**src/rtl/jamma_joy_scan_if.sv**
```systemverilog
// Pin-side bundle for the JAMMA joystick scanner.
//   scan_en    : 1 = scanning runs, 0 = scanner frozen
//   jjoy       : shared JAMMA joystick bus, active-low
//   joy_local  : on-board joystick, active-low, merged into player 1 only
//   joy_select : JSELECT drive, 0 = player 1 on jjoy, 1 = player 2
//   joy1/joy2  : debounced active-low player words
//   scan_done  : high during the player-2 sample cycle
// master = core/board side, slave = scanner.
interface jamma_joy_scan_if;
    logic       scan_en;
    logic [7:0] jjoy;
    logic [5:0] joy_local;
    logic       joy_select;
    logic [7:0] joy1;
    logic [7:0] joy2;
    logic       scan_done;

    modport master (
        output scan_en, jjoy, joy_local,
        input  joy_select, joy1, joy2, scan_done
    );

    modport slave (
        input  scan_en, jjoy, joy_local,
        output joy_select, joy1, joy2, scan_done
    );
endinterface

```
**src/rtl/jamma_joy_scan.sv**
```systemverilog
// Time-multiplexed JAMMA joystick scanner. Drives JSELECT, waits
// SETTLE_CYCLES after each select change, samples the shared jjoy bus for
// each player and debounces every bit independently.
//   pclk  : core pixel clock, rising edge
//   reset : asynchronous, active-high
//   bus   : jamma_joy_scan_if.slave (scan_en, jjoy, joy_local in;
//           joy_select, joy1, joy2, scan_done out)
module jamma_joy_scan #(
    parameter int unsigned SETTLE_CYCLES    = 4,
    parameter int unsigned DEBOUNCE_SAMPLES = 3
) (
    input  logic               pclk,
    input  logic               reset,
    jamma_joy_scan_if.slave    bus
);

    localparam logic [1:0] ST_SETTLE1 = 2'd0;
    localparam logic [1:0] ST_SAMPLE1 = 2'd1;
    localparam logic [1:0] ST_SETTLE2 = 2'd2;
    localparam logic [1:0] ST_SAMPLE2 = 2'd3;

    localparam logic [7:0] SETTLE_LAST = 8'(SETTLE_CYCLES - 1);
    localparam logic [2:0] DEB_LAST    = 3'(DEBOUNCE_SAMPLES - 1);

    logic [1:0] state_q, state_d;
    logic [7:0] cnt_q, cnt_d;
    logic       sel_q, sel_d;
    logic [7:0] joy1_q, joy1_d;
    logic [7:0] joy2_q, joy2_d;
    logic [2:0] deb1_q [8];
    logic [2:0] deb1_d [8];
    logic [2:0] deb2_q [8];
    logic [2:0] deb2_d [8];

    logic [7:0] sample;
    logic       apply1;
    logic       apply2;

    always_comb begin
        state_d = state_q;
        cnt_d   = cnt_q;
        sel_d   = sel_q;
        joy1_d  = joy1_q;
        joy2_d  = joy2_q;
        deb1_d  = deb1_q;
        deb2_d  = deb2_q;
        sample  = '1;
        apply1  = 1'b0;
        apply2  = 1'b0;

        if (bus.scan_en) begin
            case (state_q)
                ST_SETTLE1, ST_SETTLE2: begin
                    if (cnt_q == SETTLE_LAST) begin
                        state_d = (state_q == ST_SETTLE1) ? ST_SAMPLE1 : ST_SAMPLE2;
                        cnt_d   = '0;
                    end else begin
                        cnt_d = cnt_q + 8'd1;
                    end
                end
                ST_SAMPLE1: begin
                    sample  = bus.jjoy & {2'b11, bus.joy_local};
                    apply1  = 1'b1;
                    sel_d   = 1'b1;
                    state_d = ST_SETTLE2;
                end
                default: begin
                    sample  = bus.jjoy;
                    apply2  = 1'b1;
                    sel_d   = 1'b0;
                    state_d = ST_SETTLE1;
                end
            endcase
        end

        // A bit flips only after DEBOUNCE_SAMPLES consecutive disagreeing
        // scans; any agreeing scan restarts its count.
        if (apply1) begin
            for (int unsigned b = 0; b < 8; b++) begin
                if (sample[b] == joy1_q[b]) begin
                    deb1_d[b] = '0;
                end else if (deb1_q[b] == DEB_LAST) begin
                    joy1_d[b] = sample[b];
                    deb1_d[b] = '0;
                end else begin
                    deb1_d[b] = deb1_q[b] + 3'd1;
                end
            end
        end

        if (apply2) begin
            for (int unsigned b = 0; b < 8; b++) begin
                if (sample[b] == joy2_q[b]) begin
                    deb2_d[b] = '0;
                end else if (deb2_q[b] == DEB_LAST) begin
                    joy2_d[b] = sample[b];
                    deb2_d[b] = '0;
                end else begin
                    deb2_d[b] = deb2_q[b] + 3'd1;
                end
            end
        end
    end

    always_ff @(posedge pclk or posedge reset) begin
        if (reset) begin
            state_q <= ST_SETTLE1;
            cnt_q   <= '0;
            sel_q   <= 1'b0;
            joy1_q  <= '1;
            joy2_q  <= '1;
            deb1_q  <= '{default: '0};
            deb2_q  <= '{default: '0};
        end else begin
            state_q <= state_d;
            cnt_q   <= cnt_d;
            sel_q   <= sel_d;
            joy1_q  <= joy1_d;
            joy2_q  <= joy2_d;
            deb1_q  <= deb1_d;
            deb2_q  <= deb2_d;
        end
    end

    assign bus.joy_select = sel_q;
    assign bus.joy1       = joy1_q;
    assign bus.joy2       = joy2_q;
    // Combinational so it is high for the whole SAMPLE2 cycle and drops
    // immediately when scanning is paused.
    assign bus.scan_done  = bus.scan_en && (state_q == ST_SAMPLE2);

endmodule

```
**src/flat_wrapper.sv**
```systemverilog
// flat-port wrapper written by rule: the top's interface ports become plain ports
module jamma_joy_scan_flat 
#(
    parameter int unsigned SETTLE_CYCLES    = 4,
    parameter int unsigned DEBOUNCE_SAMPLES = 3
)
  (pclk, reset, bus_scan_en, bus_jjoy, bus_joy_local, bus_joy_select, bus_joy1, bus_joy2, bus_scan_done);
  jamma_joy_scan_if bus_i ();
  input  logic pclk;
  input  logic reset;
  input wire logic [$bits(bus_i.scan_en)-1:0] bus_scan_en;
  input wire logic [$bits(bus_i.jjoy)-1:0] bus_jjoy;
  input wire logic [$bits(bus_i.joy_local)-1:0] bus_joy_local;
  output wire logic [$bits(bus_i.joy_select)-1:0] bus_joy_select;
  output wire logic [$bits(bus_i.joy1)-1:0] bus_joy1;
  output wire logic [$bits(bus_i.joy2)-1:0] bus_joy2;
  output wire logic [$bits(bus_i.scan_done)-1:0] bus_scan_done;
  assign bus_i.scan_en = bus_scan_en;
  assign bus_i.jjoy = bus_jjoy;
  assign bus_i.joy_local = bus_joy_local;
  assign bus_joy_select = bus_i.joy_select;
  assign bus_joy1 = bus_i.joy1;
  assign bus_joy2 = bus_i.joy2;
  assign bus_scan_done = bus_i.scan_done;
  jamma_joy_scan #(.SETTLE_CYCLES(SETTLE_CYCLES), .DEBOUNCE_SAMPLES(DEBOUNCE_SAMPLES)) u_core (.pclk(pclk), .reset(reset), .bus(bus_i));
endmodule
```
**config.mk**
```make
export PLATFORM = sky130hd
export DESIGN_NAME = jamma_joy_scan_flat
export DESIGN_NICKNAME = d
export VERILOG_FILES = /design/src/rtl/jamma_joy_scan_if.sv /design/src/rtl/jamma_joy_scan.sv /design/src/flat_wrapper.sv
export SDC_FILE = /design/constraint.sdc
export NUM_CORES = 1
export LEC_CHECK = 0
export ABC_AREA = 1
export BUFFER_PORTS_ARGS = -buffer_cell sky130_fd_sc_hd__buf_2
export CAP_MARGIN = 5
export CORE_UTILIZATION = 60
export CTS_CLUSTER_DIAMETER = 40
export DETAILED_ROUTE_END_ITERATION = 10
export PLACE_DENSITY = 0.8
export SLEW_MARGIN = 20
export SYNTH_ARGS = -nofsm -noshare
export SYNTH_HDL_FRONTEND = slang
export SYNTH_SLANG_ARGS = --single-unit
export TNS_END_PERCENT = 5
```
**constraint.sdc**
```tcl
create_clock -name pclk -period 2.5 [get_ports pclk]
set_input_delay 0.25 -clock pclk [delete_from_list [all_inputs] [get_ports pclk]]
set_output_delay 0.25 -clock pclk [all_outputs]
set_load 0.005 [all_outputs]
```
# Word level (Yosys, flattened, before mapping)
# Cells that the tools add are included.
# Widths: inputs -> output; s select.
[totals]
reg_bits = 75
[classes]
addsub = 17
eq_ne = 37
mux = 43
bitwise_logic = 18
reduce_logical = 23
[op_table]
columns = ["op", "n"]
rows = [
  ["$mux 3", 32],
  ["$add 3x1->3 const B", 16],
  ["$eq 3x2->1 const B", 16],
  ["$reduce_and 3->1", 16],
  ["$not 1->1", 17],
  ["$eq 1x1->1", 16],
  ["$mux 8", 2],
  ["$pmux 8 s2", 1],
  ["$add 8x1->8 const B", 1],
  ["$and 8x8->8", 1],
  ["$eq 8x2->1 const B", 1],
  ["$reduce_and 2->1", 3],
  ["$eq 2x2->1 const B", 2],
  ["$mux 1", 4],
  ["$mux 2", 2],
  ["$pmux 2 s2", 1],
  ["$reduce_or 3->1", 1],
  ["$eq 2x1->1 const B", 1],
  ["$logic_not 2->1", 1],
  ["$ne 2x1->1 const B", 1],
  ["$pmux 1 s2", 1],
  ["$reduce_or 2->1", 1],
  ["$logic_and 1x1->1", 1],
]

# Depth between registers and ports, before layout
[depth]
depth_word = 7
ltp_mapped = 10
mapped_depth_nobuf = 10

# Worst setup path before layout
# Ideal clock, no wire load.
[synth_timing]
path_type = "register to register"
from = "register u_core.state_q[0]"
to = "register u_core.deb2_q[14] (netlist bit)"
setup_ns = 0.113
t_arrival_ns = 1.412
path_slack_ns = 0.975
path_stages_with_launch = 10
path_buffers = 1
synth_period_minus_slack_ns = 1.525
path_cell_list = "dfrtp_1 inv_1 ha_1 o21ai_2 buf_6 nand3_2 nand2_1 nand3_1 nand2_1 inv_1"
[synth_between]
elab_chain_len = 6
[synth_rtl]
columns = ["element", "line", "text"]
rows = [
  ["start: declaration", "jamma_joy_scan.sv:25", "logic [1:0] state_q, state_d;"],
  ["start signal: assignment", "jamma_joy_scan.sv:115", "state_q <= state_d;"],
  ["$eq 2x2->1 or $logic_not 2->1 (tied branches)", "jamma_joy_scan.sv:52", "case (state_q)"],
  ["$reduce_or 2->1", "jamma_joy_scan.sv:52", ""],
  ["$pmux 8 s2", "jamma_joy_scan.sv:52", ""],
  ["$mux 8", "jamma_joy_scan.sv:51", "if (bus.scan_en) begin"],
  ["$eq 1x1->1", "jamma_joy_scan.sv:93", "if (sample[b] == joy2_q[b]) begin"],
  ["$mux 3", "jamma_joy_scan.sv:93", ""],
  ["end signal: assignment", "jamma_joy_scan.sv:113", "deb2_q <= '{default: '0};"],
  ["end signal: assignment", "jamma_joy_scan.sv:121", "deb2_q <= deb2_d;"],
  ["end: declaration", "jamma_joy_scan.sv:32", "logic [2:0] deb2_q [8];"],
]
# Parallel ways exist; a longest one is shown, timed or not.
# A chain may end at the register's enable or synchronous reset.

# Worst setup path in the final report
[layout_timing]
from = "register u_core.state_q[0]"
to = "output port bus_scan_done"
[layout_between]
elab_chain_len = 2
[layout_rtl]
columns = ["element", "line", "text"]
rows = [
  ["$eq 2x2->1", "jamma_joy_scan.sv:130", "assign bus.scan_done = bus.scan_en && (state_q == ST_SAMPLE2);"],
  ["$logic_and 1x1->1", "jamma_joy_scan.sv:130", ""],
  ["end: declaration", "flat_wrapper.sv:17", "output wire logic [$bits(bus_i.scan_done)-1:0] bus_scan_done;"],
]
# Every way passes these cells.

==> results by group <==
Run status
  – Run status: finished, final reports clean

Clocking
  – PostCTS Resize Cnt: 0
  – H-tree levels: 3
  – Hold buffers post-CTS: 0
  – Clk buf depth: 2
  – Clk Latency, worst-skew pair: 0.35 ns
  – CTS tree: yes
  – Setup bufs post-CTS: 0
  – Clock Pin Slew Worst Setup and Hold Paths: 0.08 ns
  – CTS sink cnt: 75
  – CTS Buf Count: 9
  – Clock Tree Root: clkbuf_8

Worst setup path
  – CP peak stage delay: roughly 0.43 ns
  – CP Capture Point: bus_scan_done
  – CP required: approximately 2.3 ns
  – Slowest library cell on the worst path: dfrtp_1
  – Startpoint Class: flop
  – Critical-path cell list: ha_1 > nand2_2 > clkinv_1 > buf_12 > buf_2
  – CP endpoint kind: output port
  – Crit Path Category: reg2out
  – Worst r2r src: u_core.state_q[1]
  – Reg-to-reg endpoint: u_core.deb1_q[4]
  – R2R setup slack: approximately 0.5 ns
  – Max FO, Critical Path: 15
  – Worst r2r path cells: 8
  – CP startpoint: u_core.state_q[0]
  – Critical path data arrival time: around 1.9 ns

Detailed routing
  – TritonRoute pass-1 iters: 5
  – Antenna-violating nets left: 0
  – DR vias/cell: ~5.4
  – DR DRC count: 0
  – Initial drt markers: roughly 270
  – Wirelength per Cell: 13.3 um
  – Vias: ~4000
  – Final wirelength: between 9 and 10 mm

Final layout
  – Design Area, Final: between 4000 and 5000 sq um
  – Synthesis-to-layout area growth: 11.7%
  – N_diodes: 0
  – Fillers: ~570
  – Nets: between 600 and 700
  – Post-Layout Cell Count: approximately 740
  – Share of cells above drive strength 1: between 10% and 20%

Power and ir drop
  – Net Sw Frac: about two fifths
  – Pleak: approximately 0.0026 uW
  – Clock Power Share: between 20% and 30%
  – Power Dens Cells: around 1100 nW/um^2
  – P_sw: ~2100 uW
  – Comb pwr share: 35.6%
  – Internal power: 3130 uW
  – Sequential power share: 44.1%
  – Worst vdd ir: 0.000680 V

Yosys
  – YS warnings: 0
  – Number of synthesized flops with an enable pin: 0
  – Yosys top cell area share: 33.3%
  – Top post-synthesis cells by area: dfrtp_1 (33%), nand2_1 (14%), dfstp_2 (9.5%)
  – Yosys cell types: 32
  – Main synth FF type: dfrtp_1
  – Gate count after technology mapping: ~600
  – Yosys top cell by area: dfrtp_1
  – Most common library cells after synthesis: nand2_1 (166), inv_1 (76), nand3_1 (75), nor2_1 (72), dfrtp_1 (59)
  – Most numerous cell in the Yosys netlist: nand2_1
  – Mapped Area: ~4400 sq um
  – Net Count, Synth: between 600 and 700
  – Seq cells post-synth: 75
  – Seq/Total Area, Yosys: a little over two fifths
  – Async S/R FF share, synth: 100%
  – Syn avg cell area: roughly 7.4 sq um

Timing
  – Clock skew: around 0.0096 ns
  – Worst-margin pin slew: around 0.70 ns
  – Final WS setup: about 0.39 ns
  – FMAX: 475 MHz
  – Max-slew violations: 0
  – Slew margin rel.: about 53%
  – Unrepaired setup endpoints after global routing: no
  – Hold Fails Final Rpt: 0
  – Final Setup Violations: 0
  – Tmin final: 2.11 ns
  – Final worst-path cycle share: about 84%
  – Setup TNS: 0 ns

Floorplan
  – Starting Density: 63.6%
  – # rows: 30
  – Die span in y: about 88 um
  – Die width: 88.0 um
  – Ports: 35
  – Core box area: around 7000 sq um
  – Full die area: between 7000 and 8000 sq um

Place
  – Cells after DPL: ~730
  – GP Congestion: just over 0.8
  – Cell Area, Placed: approximately 4700 sq um
  – Placed wire-length estimate: roughly 6.9 mm
  – Port bufs: 34
  – Place WS: about 0.57 ns

Global routing
  – Initial antenna violation count: 0
  – Vias in the first global route: about 3700
  – Gr usage total: between 20% and 30%
  – Pin count of the biggest net entering global routing: 32
  – First-pass GRT wire length: between 15 and 20 mm
  – Overflow after GRT: 0

Job
  – Maxcap violations: 0

Worst hold path
  – Worst Hold Class: in2async
[per-stage QoR]
step,hold slack (ns),util (%),total power [uW]
5_1_grt,0.0704,71.0,5610
2_1_floorplan,0.442,-,3610
3_5_place_dp,0.399,67.8,4140
6_report,0.00347,71.0,5220
4_1_cts,0.0216,71.0,5220
3_3_place_gp,0.395,67.8,4030
[worst max-delay path: cells and delay by family, from the launching register on]
family,cells,cell delay (ns)
and+or+nand+nor,1,0.07
DFF,1,0.43
adders and majority gates,1,0.23
buffers and inverters,3,0.80
[cells in the final DEF, fill, tap and decap left out, drive strengths merged]
cell type and n:
nand3 79, dfstp 16, buf 42, clkinv 4, xor2 11, inv 79
mux2 1, and2 1, clkbuf 11, nor2 74, dfrtp 59, a21oi 17
o22ai 1, o21ai 12, bufinv 2, mux2i 1, ha 7, nor3 5
nand3b 18, xnor2 18, nand2 169, nand4 19, nor3b 1
[worst min path at each step]
stage / startpoint / to
2_1_floorplan: u_core.cnt_q[7] / u_core.cnt_q[7]
3_3_place_gp: reset / u_core.deb2_q[0]
3_5_place_dp: reset / u_core.deb2_q[1]
4_1_cts: reset / u_core.deb2_q[1]
5_1_grt: reset / u_core.deb1_q[2]
6_report: reset / u_core.deb2_q[1]
[power groups by stage]
stage	combinational, uW	clock, uW	sequential [uW]
after detailed placement	1830	0	2300
after CTS	1850	1080	2290
after floorplan	1410	0	2200
after global placement	1760	0	2270
final	1860	1060	2300
after global routing	2120	1120	2370
[state kept, by name, indices dropped and copies added (netlist names)]
name and cells:
u_core.bus.joy2 8, u_core.state_q 2, u_core.cnt_q 8, u_core.deb2_q 24, u_core.bus.joy_select 1, u_core.bus.joy1 8, u_core.deb1_q 24
[per-layer routing]
layer  part of all wire (%)  track usage [%]  vias to the layer above
met5                      0                0                        -
met4                    2.4             12.9                        0
met3                    5.5             3.86                       22
met2                     47             46.4                      126
met1                     45             36.7                     1893
li1                       -                -                     1992
[area by class of cell]
cell class	count	area (sq um)	area share, %
sequential	75	1900	38.2
multi-input combinational	434	2160	43.6
timing repair buffer	42	255	5.15
tap	96	120	2.42
inverter	80	300	6.05
clock inverter	5	75.1	1.51
clock buffer	11	151	3.05
[kinds of logic (layout without fill, tap and decap cells)]
group	Yosys count	after routing	share of synthesized area [%]
AOI/OAI and AO/OA	30	30	3.49
xor gates and xnor gates	29	29	5.72
adders and majority gates	7	7	1.97
buffers and inverters	94	138	8.60
DFF	75	75	42.7
muxes	2	2	0.479
and+or+nand+nor	366	366	37.0
No activity file was read; power rests on OpenSTA's default activity.
